[src/rtl/seq_linear_classifier.sv]
// Weight-streaming linear classifier: latches a feature vector, performs one MAC per accepted
// weight word and tracks the running argmax over all class scores.
module seq_linear_classifier #(
    parameter int unsigned WIDTH    = 8,
    parameter int unsigned FEATURES = 2,
    parameter int unsigned C_WIDTH  = 1
) (
    input  logic                      clk,
    input  logic                      rst,
    input  logic                      in_valid,
    output logic                      in_ready,
    input  logic [FEATURES*WIDTH-1:0] features,
    input  logic                      w_valid,
    output logic                      w_ready,
    input  logic [WIDTH-1:0]          weight,
    output logic                      out_valid,
    input  logic                      out_ready,
    output logic [WIDTH-1:0]          r_value,
    output logic [C_WIDTH-1:0]        r_class
);

    localparam int unsigned FW = (FEATURES > 1) ? $clog2(FEATURES) : 1;
    localparam logic [FW-1:0] FLast = FW'(FEATURES - 1);
    localparam logic [C_WIDTH-1:0] CLast = '1;

    typedef enum logic [1:0] {StIdle, StAccum, StDone} state_e;

    state_e                    state_q, state_d;
    logic [FEATURES*WIDTH-1:0] feat_q, feat_d;
    logic [WIDTH-1:0]          acc_q, acc_d;
    logic [WIDTH-1:0]          best_q, best_d;
    logic [WIDTH-1:0]          r_value_q, r_value_d;
    logic [FW-1:0]             f_cnt_q, f_cnt_d;
    logic [C_WIDTH-1:0]        c_cnt_q, c_cnt_d;
    logic [C_WIDTH-1:0]        best_idx_q, best_idx_d;
    logic [C_WIDTH-1:0]        r_class_q, r_class_d;

    logic [WIDTH-1:0]   cur_feat, prod, acc_n, fin_best;
    logic [C_WIDTH-1:0] fin_idx;

    // Handshake readies are forced low while reset is held.
    assign in_ready  = (state_q == StIdle) && !rst;
    assign w_ready   = (state_q == StAccum) && !rst;
    assign out_valid = (state_q == StDone) && !rst;
    assign r_value   = r_value_q;
    assign r_class   = r_class_q;

    assign cur_feat = feat_q[f_cnt_q*WIDTH +: WIDTH];
    assign prod     = WIDTH'(cur_feat * weight);
    assign acc_n    = acc_q + prod;

    always_comb begin
        state_d    = state_q;
        feat_d     = feat_q;
        acc_d      = acc_q;
        f_cnt_d    = f_cnt_q;
        c_cnt_d    = c_cnt_q;
        best_d     = best_q;
        best_idx_d = best_idx_q;
        r_value_d  = r_value_q;
        r_class_d  = r_class_q;
        fin_best   = best_q;
        fin_idx    = best_idx_q;

        unique case (state_q)
            StIdle: begin
                if (in_valid) begin
                    feat_d  = features;
                    acc_d   = '0;
                    f_cnt_d = '0;
                    c_cnt_d = '0;
                    state_d = StAccum;
                end
            end
            StAccum: begin
                if (w_valid) begin
                    if (f_cnt_q != FLast) begin
                        acc_d   = acc_n;
                        f_cnt_d = f_cnt_q + 1'b1;
                    end else begin
                        // Strict compare: ties keep the earlier (lower) class index.
                        if (c_cnt_q == '0 || acc_n > best_q) begin
                            fin_best = acc_n;
                            fin_idx  = c_cnt_q;
                        end
                        best_d     = fin_best;
                        best_idx_d = fin_idx;
                        acc_d      = '0;
                        f_cnt_d    = '0;
                        if (c_cnt_q == CLast) begin
                            r_value_d = fin_best;
                            r_class_d = fin_idx;
                            state_d   = StDone;
                        end else begin
                            c_cnt_d = c_cnt_q + 1'b1;
                        end
                    end
                end
            end
            StDone: begin
                if (out_ready) state_d = StIdle;
            end
            default: state_d = StIdle;
        endcase
    end

    always_ff @(posedge clk) begin
        if (rst) begin
            state_q    <= StIdle;
            feat_q     <= '0;
            acc_q      <= '0;
            f_cnt_q    <= '0;
            c_cnt_q    <= '0;
            best_q     <= '0;
            best_idx_q <= '0;
            r_value_q  <= '0;
            r_class_q  <= '0;
        end else begin
            state_q    <= state_d;
            feat_q     <= feat_d;
            acc_q      <= acc_d;
            f_cnt_q    <= f_cnt_d;
            c_cnt_q    <= c_cnt_d;
            best_q     <= best_d;
            best_idx_q <= best_idx_d;
            r_value_q  <= r_value_d;
            r_class_q  <= r_class_d;
        end
    end

endmodule

[config.mk]
export PLATFORM = sky130hd
export DESIGN_NAME = seq_linear_classifier
export DESIGN_NICKNAME = d
export VERILOG_FILES = /design/src/rtl/seq_linear_classifier.sv
export SDC_FILE = /design/constraint.sdc
export NUM_CORES = 1
export LEC_CHECK = 0
export BUFFER_PORTS_ARGS = -buffer_cell sky130_fd_sc_hd__buf_2
export CORE_UTILIZATION = 31
export CTS_CLUSTER_SIZE = 40
export DETAILED_ROUTE_END_ITERATION = 10
export PLACE_DENSITY = 0.47
export SKIP_CTS_REPAIR_TIMING = 1
export SYNTH_ARGS = -nofsm -noshare
export SYNTH_HDL_FRONTEND = slang
export SYNTH_SLANG_ARGS = --single-unit
[constraint.sdc]
create_clock -name clk -period 13.2 [get_ports clk]
set_input_delay 0.66 -clock clk [delete_from_list [all_inputs] [get_ports clk]]
set_output_delay 0.66 -clock clk [all_outputs]
set_load 0.05 [all_outputs]
[Word level (Yosys, flattened, before mapping)]
Cells that the tools add are included.
Word-level totals
  logic and storage cells: 56
  output and inout port bits: 12
  register bits after elaboration: 46
Cells by class
  add/sub/neg operators: 3
  multiply operators: 1
  muxes and demuxes: 20
  magnitude comparators: 1
  equality and inequality tests: 7
  reduce and logical (&&, ||, !) cells: 13
  shift-type cells: 1
  bitwise gates (word level): 1
Operator list (number)
  $mux 8: 4
  $pmux 8 s2: 1
  $shiftx 16x5->8: 1
  $mux 2: 5
  $ne 2x2->1 const B: 5
  $add 8x8->8: 1
  $gt 8x8->1: 1
  $mul 8x8->8: 1
  $reduce_and 4->1: 2
  $mux 1: 7
  $pmux 2 s3: 1
  $reduce_and 3->1: 2
  $reduce_and 5->1: 1
  $pmux 1 s2: 2
  $logic_and 1x1->1: 3
  $add 1x1->1 const B: 2
  $eq 2x1->1 const B: 1
  $eq 2x2->1 const B: 1
  $logic_not 2->1: 1
  $reduce_and 2->1: 1
  $reduce_bool 2->1: 1
  $logic_not 1->1: 1
  $logic_or 1x1->1: 1
  $not 1->1: 1

[Depth between registers and ports, before layout]
Gate-level depths: netlist (run 1).
  depth after elaboration: 6
  gate-level depth with buffers: 26
  depth with buffers taken out: 24

[Least setup slack after synthesis (run 1)]
Ideal clock, no wire load.
  path kind: register to register
  from: reg f_cnt_q
  to: reg r_value_q[4] (netlist: r_value[4])
  slack: 7.664 ns
  data arrival time: 5.471 ns
  required time: 13.135 ns
  cell stages (with the launch flop): 23
  path buffers: 2
  cells stage by stage: dfxtp_1 buf_6 mux2_2 nand2_1 fa_1 fa_1 inv_1 fa_1 inv_1 fa_1 inv_1 ha_1 a21oi_1 xnor2_1 xnor3_2 ha_1 a21oi_1 o21ai_0 o22ai_1 buf_2 mux2i_1 mux2i_1 nor2_1
Between the ends
  word-level cells in the longest chain between the ends: 6
  elaborated cells between the ends (all ways): 7
  those cells by class: 1 x add/sub; 1 x mul; 1 x order compare; 1 x shift; 1 x mux; 2 x reduce/logical
Ends and longest elaborated chain
  start: declaration: line 33  | logic [FW-1:0] f_cnt_q, f_cnt_d;
  start signal: assignment: line 122  | f_cnt_q <= f_cnt_d;
  $shiftx 16x5->8: line 48  | assign cur_feat = feat_q[f_cnt_q*WIDTH +: WIDTH];
  $mul 8x8->8: line 49  | assign prod = WIDTH'(cur_feat * weight);
  $add 8x8->8: line 50  | assign acc_n = acc_q + prod;
  $gt 8x8->1: line 82  | if (c_cnt_q == '0 || acc_n > best_q) begin
  $logic_or 1x1->1: line 82
  $mux 8: line 82
  end signal: assignment: line 126  | r_value_q <= r_value_d;
  end: declaration: line 32  | logic [WIDTH-1:0] r_value_q, r_value_d;
Several ways; a longest one is shown, not always the timed one.
A chain may end at the register's enable or synchronous reset.

[Final worst setup path (run 1)]
  from: reg f_cnt_q
  to: reg best_q[3]
Between the ends
  word-level cells in the longest chain between the ends: 6
  elaborated cells between the ends (all ways): 7
  those cells by class: 1 x add/sub; 1 x mul; 1 x order compare; 1 x shift; 1 x mux; 2 x reduce/logical
Ends and longest elaborated chain
  $shiftx 16x5->8: line 48
  $mul 8x8->8: line 49
  $add 8x8->8: line 50
  $gt 8x8->1: line 82
  $logic_or 1x1->1: line 82
  $mux 8: line 82
  end signal: assignment: line 124  | best_q <= best_d;
  end: declaration: line 31  | logic [WIDTH-1:0] best_q, best_d;
Several ways; a longest one is shown, not always the timed one.

==> flow_summary_export.csv, run 1 <==
group,metric,value,unit
routing,drt_first_pass_iters,4,
global_route,wire_length_of_the_first_global_routing_pass,11.6,mm
floorplan,initial_core_util,0.319,
cells_and_area,net_total_in_the_final_layout,470,
cells_and_area,layout.core_utilization,0.358,
critical_path,critical-path-max-stage-delay,640,ps
cells_and_area,area_growth_syn_to_layout,12.4,%
placement,cell_area_placed,3420,sq um
timing,max_frequency,162,MHz
floorplan,chipWidth,102,um
timing,max_slew.worst_pin.slew,940,ps
yosys,synth_top_cell_by_area,"sky130_fd_sc_hd__dfxtp_1",
routing,post_drt_wl_per_cell,12.7,um
global_route,maximum_number_of_pins_on_one_net_before_global_route_repair,50,
clock_network,cts.sinks,46,
cells_and_area,num-fill-cells,1049,
clock_network,cts.root.buffer_cell,"sky130_fd_sc_hd__clkbuf_8",
yosys,ys_dominant_reg_cell,"sky130_fd_sc_hd__dfxtp_1",
yosys,synth.lib_cells_used.distinct,38,
critical_path,timing.critical_path.buf_inv,4,
clock_network,numCtsBuffers,5,
global_route,grt_antenna_before_repair,0,
clock_network,clkSlewWorstSetupHoldPaths,90,ps
critical_path,critPathTopFamily,"adder cells",
placement,io_buffer_count,40,
timing,grt_setup_unrepaired,"no",
yosys,synth_enable_flop_cells,0,
critical_path,critical-path-top-cell-by-count,"sky130_fd_sc_hd__fa_1",
cells_and_area,multi_input_area,1940,sq um
global_route,global_route.usage.total,0.141,
timing,timing.max_slew.rel_slack,0.374,
global_route,gr-total-overflow,0,
critical_path,cp_max_fo,13,
critical_path,cp_slowest_cell,"sky130_fd_sc_hd__dfxtp_1",
yosys,syn-cell-area,3120,sq um
floorplan,die_y,102,um
critical_path,crit_path_start_kind,"flip-flop",
cells_and_area,final_area,3500,sq um
floorplan,placementRows,36,
critical_path,arrival,6330,ps
critical_path,critical_path.endpoint_type,"flip-flop",
yosys,cell_types_with_the_largest_area_share_after_synthesis,"sky130_fd_sc_hd__dfxtp_1, sky130_fd_sc_hd__fa_1, sky130_fd_sc_hd__ha_1",
cells_and_area,n_antenna_cell,0,
placement,gp_congestion,0.807,
cells_and_area,final-seq-area,921,sq um
timing,min_period_over_period,0.468,
timing,finalSetupViolCount,0,
status,status,"finished, final reports clean",
global_route,grt_pass1_vias,2298,
critical_path,critPathKind,"reg2reg",
yosys,synth-seq-area-share,0.296,
routing,viasPerCell,4.53,
pwr,ir_drop,0.0573,mV
placement,detailedPlacementHpwl,5.16,mm
yosys,post_synth_inst_count,365,
pwr,power.leakage,0.00151,uW
routing,drcViolationCount,0,
yosys,synth-warning-count,0,
timing,finalMaxSlewViolations,0,
timing,hold-worst-slack,461,ps
min_path,hold_class,"reg2reg",
yosys,area_share_of_the_largest_cell_type_after_synthesis,0.296,
yosys,post_synth.cell_area_avg,8.54,sq um
pwr,power_density,101,nW/um^2
floorplan,design.core.area,9770,sq um
yosys,syn_nets,437,
floorplan,die_area,10500,sq um
routing,via_count,2403,
timing,finalSetupTns,0,ps
cells_and_area,drive_gt1_frac,0.163,
clock_network,ctsLongestPathBuffers,2,
job,maxCapViolCount,0,
yosys,synth-seq-cells,46,
clock_network,cts.htree.levels,2,
routing,post_route_antenna_net_violation_count,0,
timing,hold_viol_final,0,
clock_network,clkLatencyLatePin,300,ps
critical_path,timing.critical_path.required,13360,ps
routing,dr.first_iter.drc_count,67,
clock_network,cts_tree,"done",
timing,timing.clock.skew,8.40,ps
timing,period_minus_slack,6170,ps
floorplan,ioPinCount,41,
routing,drt_wl_total,6.72,mm
critical_path,worstPathCellList,"mux2_2, nand2_1, fa_1, fa_1, inv_1, fa_1, inv_1, fa_1, inv_1, ha_1, a21oi_1, xnor2_1, xnor3_2, ha_1, nand4_1, a21oi_1, o22ai_1, buf_4, a21oi_2, mux2i_1, nor2_1",
yosys,async_flop_share,0,
## cell type report
class / instances / share of cell area
multi-input combinational: 254 / 0.554
sequential: 46 / 0.263
clock inverter: 1 / 0.00214
inverter: 50 / 0.0536
clock buffer: 6 / 0.0207
tap: 133 / 0.0475
timing repair buffer: 41 / 0.0593
## worst min-delay path, stage by stage (launching register included)
cell and delay (ps):
sky130_fd_sc_hd__dfxtp_1 320, sky130_fd_sc_hd__nand2_1 50, sky130_fd_sc_hd__a21oi_1 50
## cells in the mapped netlist (4+ instances only)
cell / n
sky130_fd_sc_hd__mux2i_1: 15
sky130_fd_sc_hd__a211oi_1: 7
sky130_fd_sc_hd__clkbuf_1: 11
sky130_fd_sc_hd__and2_1: 10
sky130_fd_sc_hd__nand4_1: 4
sky130_fd_sc_hd__a22oi_1: 7
sky130_fd_sc_hd__xnor2_1: 12
sky130_fd_sc_hd__nand2_1: 63
sky130_fd_sc_hd__mux2_2: 6
sky130_fd_sc_hd__nor2_1: 29
sky130_fd_sc_hd__dfxtp_1: 46
sky130_fd_sc_hd__ha_1: 25
sky130_fd_sc_hd__fa_1: 18
sky130_fd_sc_hd__inv_1: 50
sky130_fd_sc_hd__a21oi_1: 26
## worst paths after layout
| kind | start | end | slack, ps | cells past startpoint |
|---|---|---|---|---|
| worst max-delay path | f_cnt_q | best_q[3] | 7030 | 21 |
| worst min-delay path | feat_q[8] | feat_q[8] | 460 | 2 |
| worst max register to register | f_cnt_q | best_q[3] | 7030 | 21 |
| worst min register to register | feat_q[8] | feat_q[8] | 460 | 2 |
## per-stage QoR
stage               total power, uW  setup WS (ps)  cells
floorplan                       242           7660    365
global placement                271           7100    524
detailed placement              272           7020    524
CTS                             359           6980    531
global route                    381           6520    531
finish                          352           7030    531
## registers in the layout, indices dropped and copies added, names as in the netlist
| name | count |
|---|---|
| c_cnt_q | 1 |
| feat_q | 16 |
| acc_q | 8 |
| state_q | 2 |
| r_class | 1 |
| best_idx_q | 1 |
| r_value | 8 |
| best_q | 8 |
| f_cnt_q | 1 |
## metal layers
layer  track usage  wire length, um  up-vias
li1              -                -     1240
met1         0.212             3590     1124
met2         0.218             2880       34
met3        0.0164              185        5
met4        0.0264               60        0
met5             0                0        -
## report_power, final
part	internal, uW	switching, uW	total (uW)
Combinational	51.3	69.8	121
Clock	36.4	48.5	84.9
Sequential	143	3.35	146
Total	231	122	352
## kinds of logic after synthesis
kind of cell / count (synthesis) / share of synthesized area
DFF: 46 / 0.296
and+or+nand+nor: 120 / 0.169
adders and majority gates: 43 / 0.216
buffers and inverters: 65 / 0.0819
xor gates and xnor gates: 17 / 0.0550
muxes: 23 / 0.0795
AOI/OAI and AO/OA: 51 / 0.103
## layout by cell type (no fill, tap or decap), drive strengths merged
cell,count
a21o,2
mux2i,15
xnor2,12
inv,50
a211oi,7
fa,18
nand4,4
a22oi,7
o211ai,1
o21ai,3
a31oi,1
xnor3,1
nor2b,2
o221a,1
or2,1
nand3,2
ha,25
nor3b,3
clkinvlp,1
xor2,4
dfxtp,46
and2,10
nor3,2
a21oi,27
mux2,8
a311oi,1
and3b,1
clkbuf,6
nand2,65
o22ai,1
buf,41
nor2,30
(Power assumes the default switching activity.)
==> run 2: changes to the inputs <==
--- a/config.mk
+++ b/config.mk
@@ -9,7 +9,7 @@
 export CORE_UTILIZATION = 31
 export CTS_CLUSTER_SIZE = 40
 export DETAILED_ROUTE_END_ITERATION = 10
-export PLACE_DENSITY = 0.47
+export PLACE_DENSITY = 0.49
 export SKIP_CTS_REPAIR_TIMING = 1
 export SYNTH_ARGS = -nofsm -noshare
 export SYNTH_HDL_FRONTEND = slang
==> constraint.sdc (replaced) <==
create_clock -name clk -period 5.45 [get_ports clk]
set_input_delay 0.2725 -clock clk [delete_from_list [all_inputs] [get_ports clk]]
set_output_delay 0.2725 -clock clk [all_outputs]
set_load 0.05 [all_outputs]
==> run 2 against run 1 <==
Net effect: the run now ends with setup timing left; first-iteration DRC count is 1.5% higher; clock-buffer cell count is 1 higher; via count is 3.2% higher; die area stayed put.
==> flow_summary_export.csv, run 2 (synthesis results as in run 1) <==
group,metric,value,unit
global_route,global_route.usage.met2,0.204,
placement,gp_congestion,0.791,
clock_network,cts.root.buffer_cell,"sky130_fd_sc_hd__clkbuf_8",
pwr,p_comb_frac,0.405,
clock_network,clkLatencyLatePin,290,ps
cells_and_area,net_total_in_the_final_layout,488,
global_route,grt_pass1_vias,2298,
timing,min_period_over_period,1.02,
min_path,min_to,"feat_q[4]",
timing,timing.clock.skew,5.15,ps
critical_path,critical_path.endpoint_type,"flip-flop",
critical_path,r2r_start,"f_cnt_q",
pwr,power.switching,329,uW
critical_path,reg2reg_to,"best_q[1]",
routing,drcViolationCount,0,
critical_path,critical-path-top-cell-by-count,"sky130_fd_sc_hd__fa_1",
floorplan,ioPinCount,41,
timing,max_frequency,180,MHz
routing,post_route_antenna_net_violation_count,0,
clock_network,numCtsBuffers,5,
routing,dr.first_iter.drc_count,68,
clock_network,cts_tree,"done",
routing,via_count,2481,
timing,timing.max_slew.rel_slack,0.377,
critical_path,arrival,5720,ps
critical_path,worstPathCellList,"buf_12, mux2_4, nand2_1, fa_1, fa_1, inv_1, fa_1, inv_2, fa_2, xor2_2, xnor2_2, xnor2_1, xnor2_1, xnor3_2, ha_4, nand4_1, a21oi_2, o22ai_4, a21oi_4, clkbuf_16, mux2i_1, nor2_1",
floorplan,initial_core_util,0.319,
critical_path,timing.critical_path.required,5600,ps
timing,max_slew.worst_pin.slew,934,ps
pwr,seqPwrFrac,0.367,
critical_path,cp_max_fo,8,
status,status,"complete, but fails checks",
timing,period_minus_slack,5570,ps
critical_path,reg2regPathDepth,22,
cells_and_area,most_common_cell_after_layout_fill_and_taps_aside,"sky130_fd_sc_hd__nand2_1",
pwr,ir_drop,0.132,mV
pwr,power,965,uW
global_route,gr-total-overflow,0,
cells_and_area,layoutNonFillerInstCount,550,
cells_and_area,layout.cells.most_common_list,"sky130_fd_sc_hd__nand2_1, sky130_fd_sc_hd__inv_1, sky130_fd_sc_hd__dfxtp_1",
critical_path,timing.reg2reg.setup_slack,-120,ps
timing,finalSetupViolCount,11,
cells_and_area,drive_gt1_frac,0.230,
pwr,clock_power_share,0.228,
cells_and_area,num-fill-cells,1037,
placement,placedCellCount,537,
routing,viasPerCell,4.51,
job,maxCapViolCount,0,
floorplan,die_area,10500,sq um
critical_path,cp_slowest_cell,"sky130_fd_sc_hd__fa_1",
status,violations,"setup timing",
clock_network,cts.htree.levels,2,
timing,grt_setup_unrepaired,"yes",
placement,detailedPlacementHpwl,5.51,mm
clock_network,ctsLongestPathBuffers,2,
cells_and_area,area_growth_syn_to_layout,21.4,%
critical_path,crit_path_start_kind,"flip-flop",
timing,hold_viol_final,0,
cells_and_area,max_flop_register,"feat_q",
cells_and_area,flip_flop_count_of_the_largest_register_all_copies_and_words_added,16,
cells_and_area,final-seq-area,922,sq um
global_route,global_route.usage.total,0.143,
min_path,min-delay-start,"features[4]",
clock_network,clkSlewWorstSetupHoldPaths,90,ps
timing,fin_ws,-116,ps
timing,finalMaxSlewViolations,0,
min_path,hold_class,"in2reg",
cells_and_area,n_antenna_cell,0,
routing,post_drt_wl_per_cell,12.8,um
cells_and_area,multi_input_area,2020,sq um
global_route,grt_use_met3,0.0178,
global_route,busiest_layer,"met1",
global_route,grt_antenna_before_repair,0,
pwr,p_int,637,uW
floorplan,chipWidth,102,um
routing,drt_wl_total,7.03,mm
global_route,maximum_number_of_pins_on_one_net_before_global_route_repair,50,
pwr,power.leakage,0.00164,uW
global_route,wire_length_of_the_first_global_routing_pass,11.6,mm
routing,drt_first_pass_iters,4,
global_route,use_met1,0.222,
min_path,hold_path_depth,3,
floorplan,placementRows,36,
pwr,power.switching_fraction,0.341,
critical_path,critical-path-max-stage-delay,520,ps
clock_network,cts.sinks,46,
floorplan,design.core.area,9770,sq um
critical_path,critPathKind,"reg2reg",
pwr,power_density,255,nW/um^2
placement,io_buffer_count,40,
floorplan,die_y,102,um
## run 2: metrics by stage
| stage | util | area [sq um] | setup slack (ps) | hold slack (ps) | setup TNS, ps |
|---|---|---|---|---|---|
| after floorplan | - | 3130 | -20.9 | 408 | -27.8 |
| after global placement | 0.364 | 3560 | -306 | 449 | -4420 |
| after detailed placement | 0.364 | 3560 | -357 | 445 | -5600 |
| after CTS | 0.373 | 3650 | -381 | 198 | -5990 |
| after global routing | 0.387 | 3780 | -321 | 203 | -4050 |
| final | 0.387 | 3780 | -116 | 204 | -918 |
## run 2: final cells by class
| cell class | instances | share of cell area |
|---|---|---|
| inverters | 50 | 0.0496 |
| clock buffers | 7 | 0.0228 |
| flip-flops and latches | 46 | 0.244 |
| multi-input cells | 254 | 0.535 |
| clock inverters | 1 | 0.00132 |
| well taps | 133 | 0.0440 |
| repair buffers | 59 | 0.103 |
## run 2: power by group through the flow
stage,Clock (uW),Sequential [uW],Combinational [uW]
after floorplan,0,358,236
after global placement,0,362,343
after detailed placement,0,362,346
after CTS,227,354,349
after global routing,243,356,435
final,220,354,391
## run 2: worst max path at each step
| stage | from | to | slack, ps | cells after the start |
|---|---|---|---|---|
| after CTS | f_cnt_q | r_value[6] | -380 | 21 |
| after detailed placement | f_cnt_q | r_value[5] | -360 | 21 |
| final | f_cnt_q | best_q[1] | -120 | 22 |
| after floorplan | f_cnt_q | r_value[4] | -20 | 22 |
| after global placement | f_cnt_q | best_q[2] | -310 | 22 |
| after global routing | f_cnt_q | best_q[0] | -320 | 22 |
## run 2: layer usage
layer  vias to the layer above  share of wire  routed length (um)
met3                         2          0.026                 183
met4                         0         0.0053                  37
met5                         -              0                   0
li1                       1280              -                   -
met1                      1166           0.54                3760
met2                        33           0.43                3050
## run 2: critical path, delay by kind of cell (launching register included)
kind / cells / cell delay [ps]
multiplexers: 2 / 490
AND/OR/NAND/NOR: 3 / 300
adder cells (fa/ha/maj): 5 / 2080
XOR/XNOR: 5 / 1240
flip-flops: 1 / 360
buffers and inverters: 4 / 410
AO/OA/AOI/OAI: 3 / 540
